### src/rtl/uart_transmitter_if.sv
// uart_transmitter_if
// Purpose : coupling-block <-> UART transmitter handshake bundle.
// Signals : TRANSMITTER_PRIZNAK      start request level, held until end pulse seen
//           word_transmitter[7:0]    byte to send, valid while the start level is high
//           tx                       serial line, idle high
//           busy                     frame in progress
//           priznak_end_transmitter  one-cycle end-of-frame pulse
// Modports: master = coupling block, slave = transmitter.
interface uart_transmitter_if;
    logic       TRANSMITTER_PRIZNAK;
    logic [7:0] word_transmitter;
    logic       tx;
    logic       busy;
    logic       priznak_end_transmitter;

    modport master (
        output TRANSMITTER_PRIZNAK,
        output word_transmitter,
        input  tx,
        input  busy,
        input  priznak_end_transmitter
    );

    modport slave (
        input  TRANSMITTER_PRIZNAK,
        input  word_transmitter,
        output tx,
        output busy,
        output priznak_end_transmitter
    );
endinterface

### src/rtl/uart_transmitter.sv
// uart_transmitter
// Purpose : serialises one byte per request as start bit, 8 data bits LSB-first,
//           optional even parity bit and one stop bit; pulses an end flag when done.
// Params  : CLK_FREQ, BAUD -> CLKS_PER_BIT = CLK_FREQ/BAUD (must be >= 2).
// Ports   : clc  system clock (rising edge)
//           res  synchronous active-high reset
//           bus  uart_transmitter_if.slave (start level, byte, tx, busy, end pulse)
// Macro   : UART_TX_PARITY_EN inserts an even-parity bit after data bit 7.
module uart_transmitter #(
    parameter int unsigned CLK_FREQ = 50000000,
    parameter int unsigned BAUD     = 115200
) (
    input  logic              clc,
    input  logic              res,
    uart_transmitter_if.slave bus
);

    localparam int unsigned CLKS_PER_BIT = CLK_FREQ / BAUD;
    localparam int unsigned CNT_W        = $clog2(CLKS_PER_BIT);

`ifdef UART_TX_PARITY_EN
    typedef enum logic [2:0] {IDLE, START, DATA, PARITY, STOP} state_t;
`else
    typedef enum logic [2:0] {IDLE, START, DATA, STOP} state_t;
`endif

    state_t             r_state, w_state_nxt;
    logic               r_start_prev;
    logic [7:0]         r_shift, w_shift_nxt;
    logic [2:0]         r_bit_idx, w_bit_idx_nxt;
    logic [CNT_W-1:0]   r_baud_cnt, w_baud_cnt_nxt;
    logic               r_tx, w_tx_nxt;
    logic               r_busy, w_busy_nxt;
    logic               r_end, w_end_nxt;
    logic               w_bit_done;
`ifdef UART_TX_PARITY_EN
    logic               r_parity, w_parity_nxt;
`endif

    assign w_bit_done = (r_baud_cnt == CNT_W'(CLKS_PER_BIT - 1));

    // State register
    always_ff @(posedge clc) begin
        if (res) r_state <= IDLE;
        else     r_state <= w_state_nxt;
    end

    // Next-state and next-register values
    always_comb begin
        w_state_nxt    = r_state;
        w_shift_nxt    = r_shift;
        w_bit_idx_nxt  = r_bit_idx;
        w_baud_cnt_nxt = r_baud_cnt;
        w_tx_nxt       = r_tx;
        w_busy_nxt     = r_busy;
        w_end_nxt      = 1'b0;
`ifdef UART_TX_PARITY_EN
        w_parity_nxt   = r_parity;
`endif

        // Bit-time counter runs in every non-idle state
        if (r_state != IDLE)
            w_baud_cnt_nxt = w_bit_done ? '0 : CNT_W'(r_baud_cnt + 1'b1);

        case (r_state)
            IDLE: begin
                // Accept only a rising edge of the start level
                if (bus.TRANSMITTER_PRIZNAK && !r_start_prev) begin
                    w_shift_nxt    = bus.word_transmitter;
                    w_bit_idx_nxt  = 3'd0;
                    w_baud_cnt_nxt = '0;
                    w_tx_nxt       = 1'b0;
                    w_busy_nxt     = 1'b1;
`ifdef UART_TX_PARITY_EN
                    w_parity_nxt   = 1'b0;
`endif
                    w_state_nxt    = START;
                end
            end
            START: begin
                if (w_bit_done) begin
                    w_tx_nxt    = r_shift[0];
                    w_state_nxt = DATA;
                end
            end
            DATA: begin
                if (w_bit_done) begin
`ifdef UART_TX_PARITY_EN
                    w_parity_nxt = r_parity ^ r_shift[0];
`endif
                    if (r_bit_idx == 3'd7) begin
`ifdef UART_TX_PARITY_EN
                        w_tx_nxt    = r_parity ^ r_shift[0];
                        w_state_nxt = PARITY;
`else
                        w_tx_nxt    = 1'b1;
                        w_state_nxt = STOP;
`endif
                    end else begin
                        // Present the next bit while shifting it into position 0
                        w_shift_nxt   = {1'b0, r_shift[7:1]};
                        w_tx_nxt      = r_shift[1];
                        w_bit_idx_nxt = 3'(r_bit_idx + 3'd1);
                    end
                end
            end
`ifdef UART_TX_PARITY_EN
            PARITY: begin
                if (w_bit_done) begin
                    w_tx_nxt    = 1'b1;
                    w_state_nxt = STOP;
                end
            end
`endif
            STOP: begin
                if (w_bit_done) begin
                    w_tx_nxt    = 1'b1;
                    w_busy_nxt  = 1'b0;
                    w_end_nxt   = 1'b1;
                    w_state_nxt = IDLE;
                end
            end
            default: begin
                w_tx_nxt    = 1'b1;
                w_busy_nxt  = 1'b0;
                w_state_nxt = IDLE;
            end
        endcase
    end

    // Datapath and output registers; start_prev resets high so a level held
    // through reset is not taken as a new request
    always_ff @(posedge clc) begin
        if (res) begin
            r_start_prev <= 1'b1;
            r_shift      <= '0;
            r_bit_idx    <= '0;
            r_baud_cnt   <= '0;
            r_tx         <= 1'b1;
            r_busy       <= 1'b0;
            r_end        <= 1'b0;
`ifdef UART_TX_PARITY_EN
            r_parity     <= 1'b0;
`endif
        end else begin
            r_start_prev <= bus.TRANSMITTER_PRIZNAK;
            r_shift      <= w_shift_nxt;
            r_bit_idx    <= w_bit_idx_nxt;
            r_baud_cnt   <= w_baud_cnt_nxt;
            r_tx         <= w_tx_nxt;
            r_busy       <= w_busy_nxt;
            r_end        <= w_end_nxt;
`ifdef UART_TX_PARITY_EN
            r_parity     <= w_parity_nxt;
`endif
        end
    end

    assign bus.tx                      = r_tx;
    assign bus.busy                    = r_busy;
    assign bus.priznak_end_transmitter = r_end;

endmodule

### src/flat_wrapper.sv
// flat-port wrapper written by rule: the top's interface ports become plain ports
module uart_transmitter_flat 
#(
    parameter int unsigned CLK_FREQ = 50000000,
    parameter int unsigned BAUD     = 115200
)
  (clc, res, bus_TRANSMITTER_PRIZNAK, bus_word_transmitter, bus_tx, bus_busy, bus_priznak_end_transmitter);
  uart_transmitter_if bus_i ();
  input  logic clc;
  input  logic res;
  input wire logic [$bits(bus_i.TRANSMITTER_PRIZNAK)-1:0] bus_TRANSMITTER_PRIZNAK;
  input wire logic [$bits(bus_i.word_transmitter)-1:0] bus_word_transmitter;
  output wire logic [$bits(bus_i.tx)-1:0] bus_tx;
  output wire logic [$bits(bus_i.busy)-1:0] bus_busy;
  output wire logic [$bits(bus_i.priznak_end_transmitter)-1:0] bus_priznak_end_transmitter;
  assign bus_i.TRANSMITTER_PRIZNAK = bus_TRANSMITTER_PRIZNAK;
  assign bus_i.word_transmitter = bus_word_transmitter;
  assign bus_tx = bus_i.tx;
  assign bus_busy = bus_i.busy;
  assign bus_priznak_end_transmitter = bus_i.priznak_end_transmitter;
  uart_transmitter #(.CLK_FREQ(CLK_FREQ), .BAUD(BAUD)) u_core (.clc(clc), .res(res), .bus(bus_i));
endmodule
### config.mk
export PLATFORM = sky130hd
export DESIGN_NAME = uart_transmitter_flat
export DESIGN_NICKNAME = d
export VERILOG_FILES = /design/src/rtl/uart_transmitter_if.sv /design/src/rtl/uart_transmitter.sv /design/src/flat_wrapper.sv
export SDC_FILE = /design/constraint.sdc
export NUM_CORES = 1
export LEC_CHECK = 0
export ABC_AREA = 1
export BUFFER_PORTS_ARGS = -buffer_cell sky130_fd_sc_hd__buf_2
export CAP_MARGIN = 20
export CORE_UTILIZATION = 30
export DETAILED_ROUTE_END_ITERATION = 8
export GPL_ROUTABILITY_DRIVEN = 0
export PLACE_DENSITY = 0.47
export SLEW_MARGIN = 25
export SYNTH_ARGS = -nofsm -noshare
export SYNTH_HDL_FRONTEND = slang
export SYNTH_SLANG_ARGS = --single-unit
### constraint.sdc
create_clock -name clc -period 1.5 [get_ports clc]
set_input_delay 0.15 -clock clc [delete_from_list [all_inputs] [get_ports clc]]
set_output_delay 0.15 -clock clc [all_outputs]
set_load 0.03 [all_outputs]
==> results of run 1 <==
-- cells by family after synthesis --
kind of cell    count (synthesis)
simple gates                  105
flops                          26
buf+inv                        26
compound gates                 33
fa+ha+maj                       9
-- worst max-delay path by stage --
stage | startpoint | to | slack [ns] | depth (start not counted)
final | u_core.r_bit_idx[1] | u_core.r_shift[6] | 0.06 | 8
after global routing | u_core.r_bit_idx[1] | u_core.r_shift[6] | -0.04 | 8
after CTS | u_core.r_state[0] | u_core.r_state[0] | -0.01 | 10
after detailed placement | u_core.r_bit_idx[0] | u_core.r_bit_idx[2] | -0.02 | 8
after global placement | u_core.r_state[1] | u_core.r_bit_idx[1] | -0.008 | 7
after floorplan | u_core.r_state[0] | u_core.r_bit_idx[1] | 0.007 | 9
-- cell type report --
cell class | count | area share [%]
Tap cell | 52 | 3.281
Clock buffer | 3 | 2.082
Inverter | 20 | 3.785
Timing Repair Buffer | 40 | 14.89
Clock inverter | 1 | 1.514
Sequential cell | 26 | 26.69
Multi-Input combinational cell | 148 | 47.76
-- synth_stat cells, types with 2 or more instances --
| library cell | instances | share of area, % |
|---|---|---|
| ha_1 | 9 | 7.8 |
| nand4_1 | 6 | 2.6 |
| nor3_1 | 2 | 0.70 |
| inv_1 | 16 | 4.2 |
| o21ai_0 | 4 | 1.4 |
| a21oi_2 | 2 | 1.2 |
| nand2_1 | 56 | 15 |
| nor3_2 | 2 | 1.4 |
| nand3_1 | 18 | 6.3 |
| nand2_2 | 3 | 1.3 |
| clkbuf_1 | 2 | 0.52 |
| nor2_1 | 14 | 3.7 |
| inv_2 | 4 | 1.0 |
| buf_6 | 2 | 1.6 |
| dfxtp_1 | 26 | 36 |
| a21oi_1 | 19 | 6.6 |
-- stage by stage --
step	area [um^2]	utilization [%]
CTS	1828	40.86
global route	1983	44.32
finish	1983	44.32
detailed placement	1718	38.39
floorplan	1438	-
global placement	1718	38.39
-- sequential cells by signal (all words and copies together) (netlist names) --
signal,flops
u_core.bus.busy,1
u_core.bus.priznak_end_transmitter,1
u_core.bus.tx,1
u_core.r_baud_cnt,9
u_core.r_bit_idx,3
u_core.r_shift,8
u_core.r_start_prev,1
u_core.r_state,2
-- where the power goes --
group / internal (mW) / switching, mW / total, mW
clock network: 0.357 / 0.233 / 0.590
registers: 0.855 / 0.0917 / 0.947
logic: 0.703 / 0.861 / 1.56
total: 1.92 / 1.19 / 3.10
-- critical path: stages (launching register included) --
cell	delay, ns
dfxtp_2	0.35
ha_4	0.16
ha_4	0.16
nand2_2	0.07
o21ai_2	0.07
nor2_4	0.19
buf_6	0.16
nand3_2	0.08
a21oi_2	0.13
-- routing by layer --
metal / routed length [um] / vias up / part of all wire [%]
met3: 64 / 2 / 1.8
li1: - / 734 / -
met5: 0 / - / 0
met2: 1645 / 13 / 47
met4: 29 / 0 / 0.84
met1: 1727 / 639 / 50
-- what timing repair did --
item,CTS,global route
gates cloned,1,1
buffers inserted,0,2
gates resized for setup,7,35
endpoints found under the setup margin,17,21
pin swaps,1,14
==> impl_metrics.yaml, run 1 <==
status:
  status: "finished, final reports clean"
yosys:
  syn-cell-area_mm2: 0.001435
  synth_compound_area_share_pct: 14.65
  synth.avg_cell_area_um2: 7.212
  async_flop_share_pct: 0
  synth_enable_flop_cells: 0
  synth_cells: 199
  synth-seq-cells: 26
  synth_seq_area_share_pct: 36.27
  synthMuxAreaShare_pct: 0
  ys_warn_count: 0
  yosysUniqueCellTypes: 30
  synth_fp_nets: 219
  synth-simple-area-share_pct: 33.04
  synthAdderAreaFrac_pct: 7.847
  synth-xor-area-share_pct: 0
  synth_top_family_by_area: "simple AND/OR/NAND/NOR gates"
  ys_dominant_reg_cell: "dfxtp_1"
timing:
  post-route-period-util_pct: 95.75
  min_period_ns: 1.436
  layout_setup_ws_ns: 0.06369
  slew_headroom_pct: 78.11
  setup_violations: 0
  rsz0062_at_grt: "yes"
  hold_viol: 0
  maxSlewViolCount: 0
  max_freq_mhz: 696.2
  whs_ns: 0.06322
  setup_tns_ns: 0
  worst_pin_slew_ns: 0.3259
  finClkSkew_ns: 0.009808
drt:
  drtAntennaViolNets: 0
  drc_errors: 0
  firstDrtPassIters: 6
  vias: 1388
  avgViaCountPerCell: 4.786
  avgRoutedWirePerCell_um: 11.96
  drt-initial-drc-count: 25
  drt_wl_total_um: 3467
global_routing:
  overflow: 0
  top_usage_layer: "met2"
  gr-usage-met1_pct: 18.48
  grt_usage_pct: 14.02
  grt_util_met3_pct: 3.134
  grt_pass1_vias: 1274
  antenna_found_initial: 0
  grt_pass1_wl_um: 5644
  grt_max_degree: 16
  gr-usage-met2_pct: 22.96
setup_path:
  worstSetupEndpointType: "flop"
  critPathArrivalTime_ns: 1.64
  worstSetupStartpointType: "flop"
  r2r_cells: 8
  regToRegSetupSlack_ns: 0.06
  r2r_end: "u_core.r_shift[6]"
  r2r_start: "u_core.r_bit_idx[1]"
  required_ns: 1.71
  critPathMaxFanout: 6
  path_class: "reg2reg"
hold_path:
  hold_depth: 3
  hold-path-endpoint: "u_core.r_start_prev"
  hp-start: "bus_TRANSMITTER_PRIZNAK"
  hold_path_class: "in2reg"
finish:
  layout_commonest_cell: "nand2_1"
  num-fill-cells: 464
  nets: 259
  ff_latch_area_um2: 529.3
  area_growth_pct: 38.19
  drive_above_1_share_pct: 37.39
  multi_input_area_um2: 947.2
  n_antenna_cell: 0
  layout_common_cells: "nand2_1, buf_4, dfxtp_1"
  fin_cells: 290
power:
  peakVddDrop_uv: 727.1
  leakagePower_nw: 0.8414
  finalPower_mw: 3.101
  powerDensity_mw_per_mm2: 1564
placed_design:
  hpwl_um: 2477
  dpl_worst_slack_ns: -0.01770
  portBuffers: 13
  dpl.cell_count: 282
floorplanning:
  core_mm2: 0.004474
  die_y_um: 71.17
  die_area_mm2: 0.005064
  ios: 14
  start_util_pct: 32.07
  num_rows: 24
  fp.dieW_um: 71.17
clock_tree:
  htreeDepth: 1
  clkTransAtPathRegs_ns: 0.10
  cts_tree: "yes"
  root_buffer: "clkbuf_8"
  hold_buffers: 0
  cts_made_buffers: 3
  clockBufferDepth: 2
  clk_latency_ns: 0.28
  clock_sinks: 26
run:
  cap_violations: 0
(Power assumes the default switching activity.)
==> run 2: changes to the inputs <==
==> constraint.sdc (replaced) <==
create_clock -name clc -period 1.5 [get_ports clc]
set_input_delay 0 -clock clc [delete_from_list [all_inputs] [get_ports clc]]
set_output_delay 0 -clock clc [all_outputs]
set_load 0.03 [all_outputs]
==> run 2 against run 1 <==
Utilization up 0.67 points. Setup slack better by 0.0029 ns. Sequential share of layout area down 0.40 points. Hold slack better by 0.0089 ns. Critical path type unchanged. Largest cell class unchanged.
==> impl_metrics.yaml, run 2 (same netlist as run 1, synthesis figures left out) <==
run:
  cap_violations: 0
clock_tree:
  clk_latency_ns: 0.28
  clkTransAtPathRegs_ns: 0.10
  htreeDepth: 1
  clock_sinks: 26
  cts_made_buffers: 3
  cts_tree: "yes"
  clockBufferDepth: 2
  root_buffer: "clkbuf_8"
setup_path:
  cpMostUsedCell: "ha_4"
  path_cells: "ha_4, ha_4, nand2_2, o21ai_2, nor2_4, buf_6, nand3_2, a21oi_2"
  worstSetupStartpointType: "flop"
  required_ns: 1.71
  critPathArrivalTime_ns: 1.64
  path_class: "reg2reg"
  max_stage_delay_ns: 0.35
  worstSetupEndpointType: "flop"
  cp_slowest_cell: "dfxtp_2"
  critical_path_buf_inv_count: 1
  cp_top_family: "flip-flops"
  critPathMaxFanout: 6
drt:
  avgViaCountPerCell: 4.799
  drt_wl_total_um: 3491
  drc_errors: 0
  avgRoutedWirePerCell_um: 11.91
  drt-initial-drc-count: 29
  firstDrtPassIters: 6
  vias: 1406
  drtAntennaViolNets: 0
finish:
  final_util_pct: 44.99
  largest_reg_flops: 9
  fin_cells: 293
  area_growth_pct: 40.28
  layout_common_cells: "nand2_1, buf_4, dfxtp_1"
  nets: 262
  reg_top3: "u_core.r_baud_cnt: 9 flops, u_core.r_shift: 8 flops, u_core.r_bit_idx: 3 flops"
  drive_above_1_share_pct: 36.93
  regMostFlops: "u_core.r_baud_cnt"
  n_antenna_cell: 0
  layout_commonest_cell: "nand2_1"
timing:
  maxSlewViolCount: 0
  min_period_ns: 1.433
  post-route-period-util_pct: 95.56
  setup_tns_ns: 0
  worst_pin_slew_ns: 0.3259
  rsz0062_at_grt: "yes"
  hold_viol: 0
  max_freq_mhz: 697.7
  finClkSkew_ns: 0.009744
  slew_headroom_pct: 78.11
  layout_setup_ws_ns: 0.06663
  setup_violations: 0
global_routing:
  grt_usage_pct: 14.11
  antenna_found_initial: 0
  grt_pass1_wl_um: 5685
  grt_pass1_vias: 1285
  overflow: 0
  grt_max_degree: 16
power:
  powerDensity_mw_per_mm2: 1546
  finalPower_mw: 3.113
  leakagePower_nw: 0.8539
  peakVddDrop_uv: 727.1
placed_design:
  portBuffers: 13
  dpl_worst_slack_ns: -0.01770
  dpl.cell_count: 282
  hpwl_um: 2477
floorplanning:
  fp.dieW_um: 71.17
  core_mm2: 0.004474
  die_area_mm2: 0.005064
  start_util_pct: 32.07
  num_rows: 24
  die_y_um: 71.17
  ios: 14
hold_path:
  hold_path_class: "in2reg"
status:
  status: "finished, final reports clean"
[run 2: changes by cell type in the layout (fill, tap and decap cells not counted)]
cell           delta
dlygate4sd3_1     +3
[run 2: final cells by class]
class	instances	area (um^2)
multi-input combinational	148	947.2
tap	52	65.06
sequential	26	529.3
inverter	20	75.07
timing repair buffer	43	325.3
fill	460	2461
clock inverter	1	30.03
clock buffer	3	41.29
[run 2: per-stage QoR]
step	hold WS (ns)	area (um^2)
final	0.07210	2013
after global placement	0.1976	1718
after CTS	0.002665	1848
after global routing	0.1036	2013
after floorplan	0.09627	1438
after detailed placement	0.2042	1718
[run 2: report_power, final]
| part | switching [mW] | internal, mW | leakage [nW] |
|---|---|---|---|
| registers | 0.0916 | 0.855 | 0.214 |
| logic | 0.867 | 0.708 | 0.604 |
| clock network | 0.233 | 0.357 | 0.0357 |
| total | 1.19 | 1.92 | 0.854 |
[run 2: worst min-delay path, cell delays in order]
cell and delay, ns:
buf_2 0.10, nand2_1 0.05, nand2_1 0.05, nand3_2 0.07, a21oi_2 0.04
[run 2: repair_timing]
item | 4_1_cts | 5_1_grt
hold buffers | 2 | 1
gates cloned | 1 | 1
hold endpoints to repair | 3 | 1
resized for setup | 7 | 35
buffers inserted | 0 | 2
pin swaps | 1 | 14
endpoints found under the setup margin | 17 | 21
[run 2: worst paths after layout]
kind	to	depth (start not counted)	start	slack [ns]
worst max-delay path	u_core.r_shift[6]	8	u_core.r_bit_idx[0]	0.07
worst min-delay path	u_core.r_shift[4]	5	bus_word_transmitter[4]	0.07
worst max register to register	u_core.r_shift[6]	8	u_core.r_bit_idx[0]	0.07
worst min register to register	u_core.r_shift[2]	2	u_core.r_shift[2]	0.47
[run 2: per-layer routing]
layer | wire (um) | GRT usage [%]
met5 | 0 | 0
met4 | 29 | 4.000
met3 | 64 | 2.991
met2 | 1632 | 23.17
met1 | 1765 | 18.65
==> run 3: changes to the inputs <==
--- a/config.mk
+++ b/config.mk
@@ -11,7 +11,7 @@
 export CORE_UTILIZATION = 30
 export DETAILED_ROUTE_END_ITERATION = 8
 export GPL_ROUTABILITY_DRIVEN = 0
-export PLACE_DENSITY = 0.47
+export PLACE_DENSITY = 0.45
 export SLEW_MARGIN = 25
 export SYNTH_ARGS = -nofsm -noshare
 export SYNTH_HDL_FRONTEND = slang
==> constraint.sdc (replaced) <==
create_clock -name clc -period 1.35 [get_ports clc]
set_input_delay 0 -clock clc [delete_from_list [all_inputs] [get_ports clc]]
set_output_delay 0 -clock clc [all_outputs]
set_load 0.03 [all_outputs]
==> run 3 against run 2 <==
Clock power down 22%. Sequential share of layout area decreased by 0.71 points. Die area unchanged. The flow now finishes with violations (DRC, setup timing).
==> impl_metrics.yaml, run 3 (same netlist as run 1, synthesis figures left out) <==
finish:
  largest_reg_flops: 9
  regMostFlops: "u_core.r_baud_cnt"
  num-fill-cells: 439
  fin_cells: 298
  n_antenna_cell: 0
  layout_common_cells: "nand2_1, buf_4, dfxtp_1"
  drive_above_1_share_pct: 43.50
  area_growth_pct: 46.21
  nets: 267
  multi_input_area_mm2: 0.001018
  layout_commonest_cell: "nand2_1"
  reg_top3: "u_core.r_baud_cnt: 9 flops, u_core.r_shift: 8 flops, u_core.r_bit_idx: 3 flops"
  final_cell_area_mm2: 0.002098
  ff_latch_area_um2: 536.8
clock_tree:
  clock_sinks: 26
  htreeDepth: 1
  root_buffer: "clkbuf_8"
  clkTransAtPathRegs_ns: 0.10
  cts_made_buffers: 3
  cts_tree: "yes"
  clk_latency_ns: 0.27
  clockBufferDepth: 2
power:
  leakagePower_nw: 0.9033
  powerDensity_mw_per_mm2: 1616
  finalPower_mw: 3.391
  peakVddDrop_uv: 643.3
drt:
  drt_wl_total_um: 3623
  vias: 1449
  drt-initial-drc-count: 54
  drc_errors: 3
  firstDrtPassIters: 6
  avgViaCountPerCell: 4.862
  drtAntennaViolNets: 0
  avgRoutedWirePerCell_um: 12.16
global_routing:
  grt_usage_pct: 15.36
  antenna_found_initial: 0
  overflow: 0
  grt_pass1_wl_um: 6230
  grt_pass1_vias: 1438
  grt_max_degree: 19
floorplanning:
  ios: 14
  die_y_um: 71.17
  start_util_pct: 32.07
  fp.dieW_um: 71.17
  die_area_mm2: 0.005064
  num_rows: 24
  core_mm2: 0.004474
placed_design:
  dpl_worst_slack_ns: -0.1492
  dpl.cell_count: 285
  portBuffers: 13
  placedInstanceArea_mm2: 0.001772
  hpwl_um: 2512
setup_path:
  critPathArrivalTime_ns: 1.60
  worstSetupEndpointType: "flop"
  path_class: "reg2reg"
  required_ns: 1.56
  critPathMaxFanout: 6
  worstSetupStartpointType: "flop"
timing:
  setup_violations: 12
  min_period_ns: 1.394
  max_freq_mhz: 717.3
  post-route-period-util_pct: 103.3
  hold_viol: 0
  whs_ns: 0.07235
  maxSlewViolCount: 0
  worst_pin_slew_ns: 0.4705
  rsz0062_at_grt: "yes"
  finClkSkew_ns: 0.005983
  slew_headroom_pct: 68.64
  layout_setup_ws_ns: -0.04421
run:
  cap_violations: 0
status:
  violations: "DRC, setup timing"
  status: "finished with violations"
hold_path:
  hold_path_class: "in2reg"
[run 3: cell type report]
type	count	share of cell area, %
Tap cell	52	3.101
Clock buffer	3	1.968
Multi-Input combinational cell	148	48.54
Inverter	20	4.055
Sequential cell	26	25.58
Timing Repair Buffer	48	16.58
Clock inverter	1	0.1789
[run 3: final timing paths]
kind | slack [ns] | startpoint | cells after the start | endpoint
worst min register to register | 0.46 | u_core.bus.tx | 2 | u_core.bus.tx
worst min-delay path | 0.07 | bus_word_transmitter[4] | 5 | u_core.r_shift[4]
worst max-delay path | -0.04 | u_core.r_state[1] | 8 | u_core.r_bit_idx[0]
worst max register to register | -0.04 | u_core.r_state[1] | 8 | u_core.r_bit_idx[0]
[run 3: where the power goes]
part / switching (mW) / internal, mW
clock network: 0.257 / 0.204
logic: 1.01 / 0.833
registers: 0.130 / 0.960
total: 1.39 / 2.00
[run 3: what timing repair did]
| action | in CTS | in global routing |
|---|---|---|
| gates resized for setup | 35 | 16 |
| hold endpoints to repair | 2 | 0 |
| endpoints found under the setup margin | 23 | 23 |
| pin swaps | 25 | 15 |
| hold buffers | 2 | 0 |
| setup buffers | 5 | 1 |
| gates cloned | 1 | 0 |
[run 3: per-stage QoR]
stage	TNS, ns	util, %
after global routing	-1.494	46.90
after global placement	-0.8321	39.60
final	-0.3187	46.90
after CTS	-0.5409	45.33
after floorplan	-0.02939	-
after detailed placement	-1.679	39.60
[run 3: per-layer routing]
layer	wire length [um]	part of all wire [%]	global-route usage (%)
met1	1638	45	17.85
met2	1838	51	28.68
met3	108	3.0	3.134
met4	38	1.0	3.556
met5	0	0	0
[run 3: worst max-delay path: stages, from the launching register on]
cell and delay (ns):
dfxtp_4 0.39, inv_4 0.04, ha_4 0.19, o21ai_4 0.08, inv_4 0.07, nor2_4 0.20, buf_6 0.17, nand3_2 0.07
a21oi_2 0.12
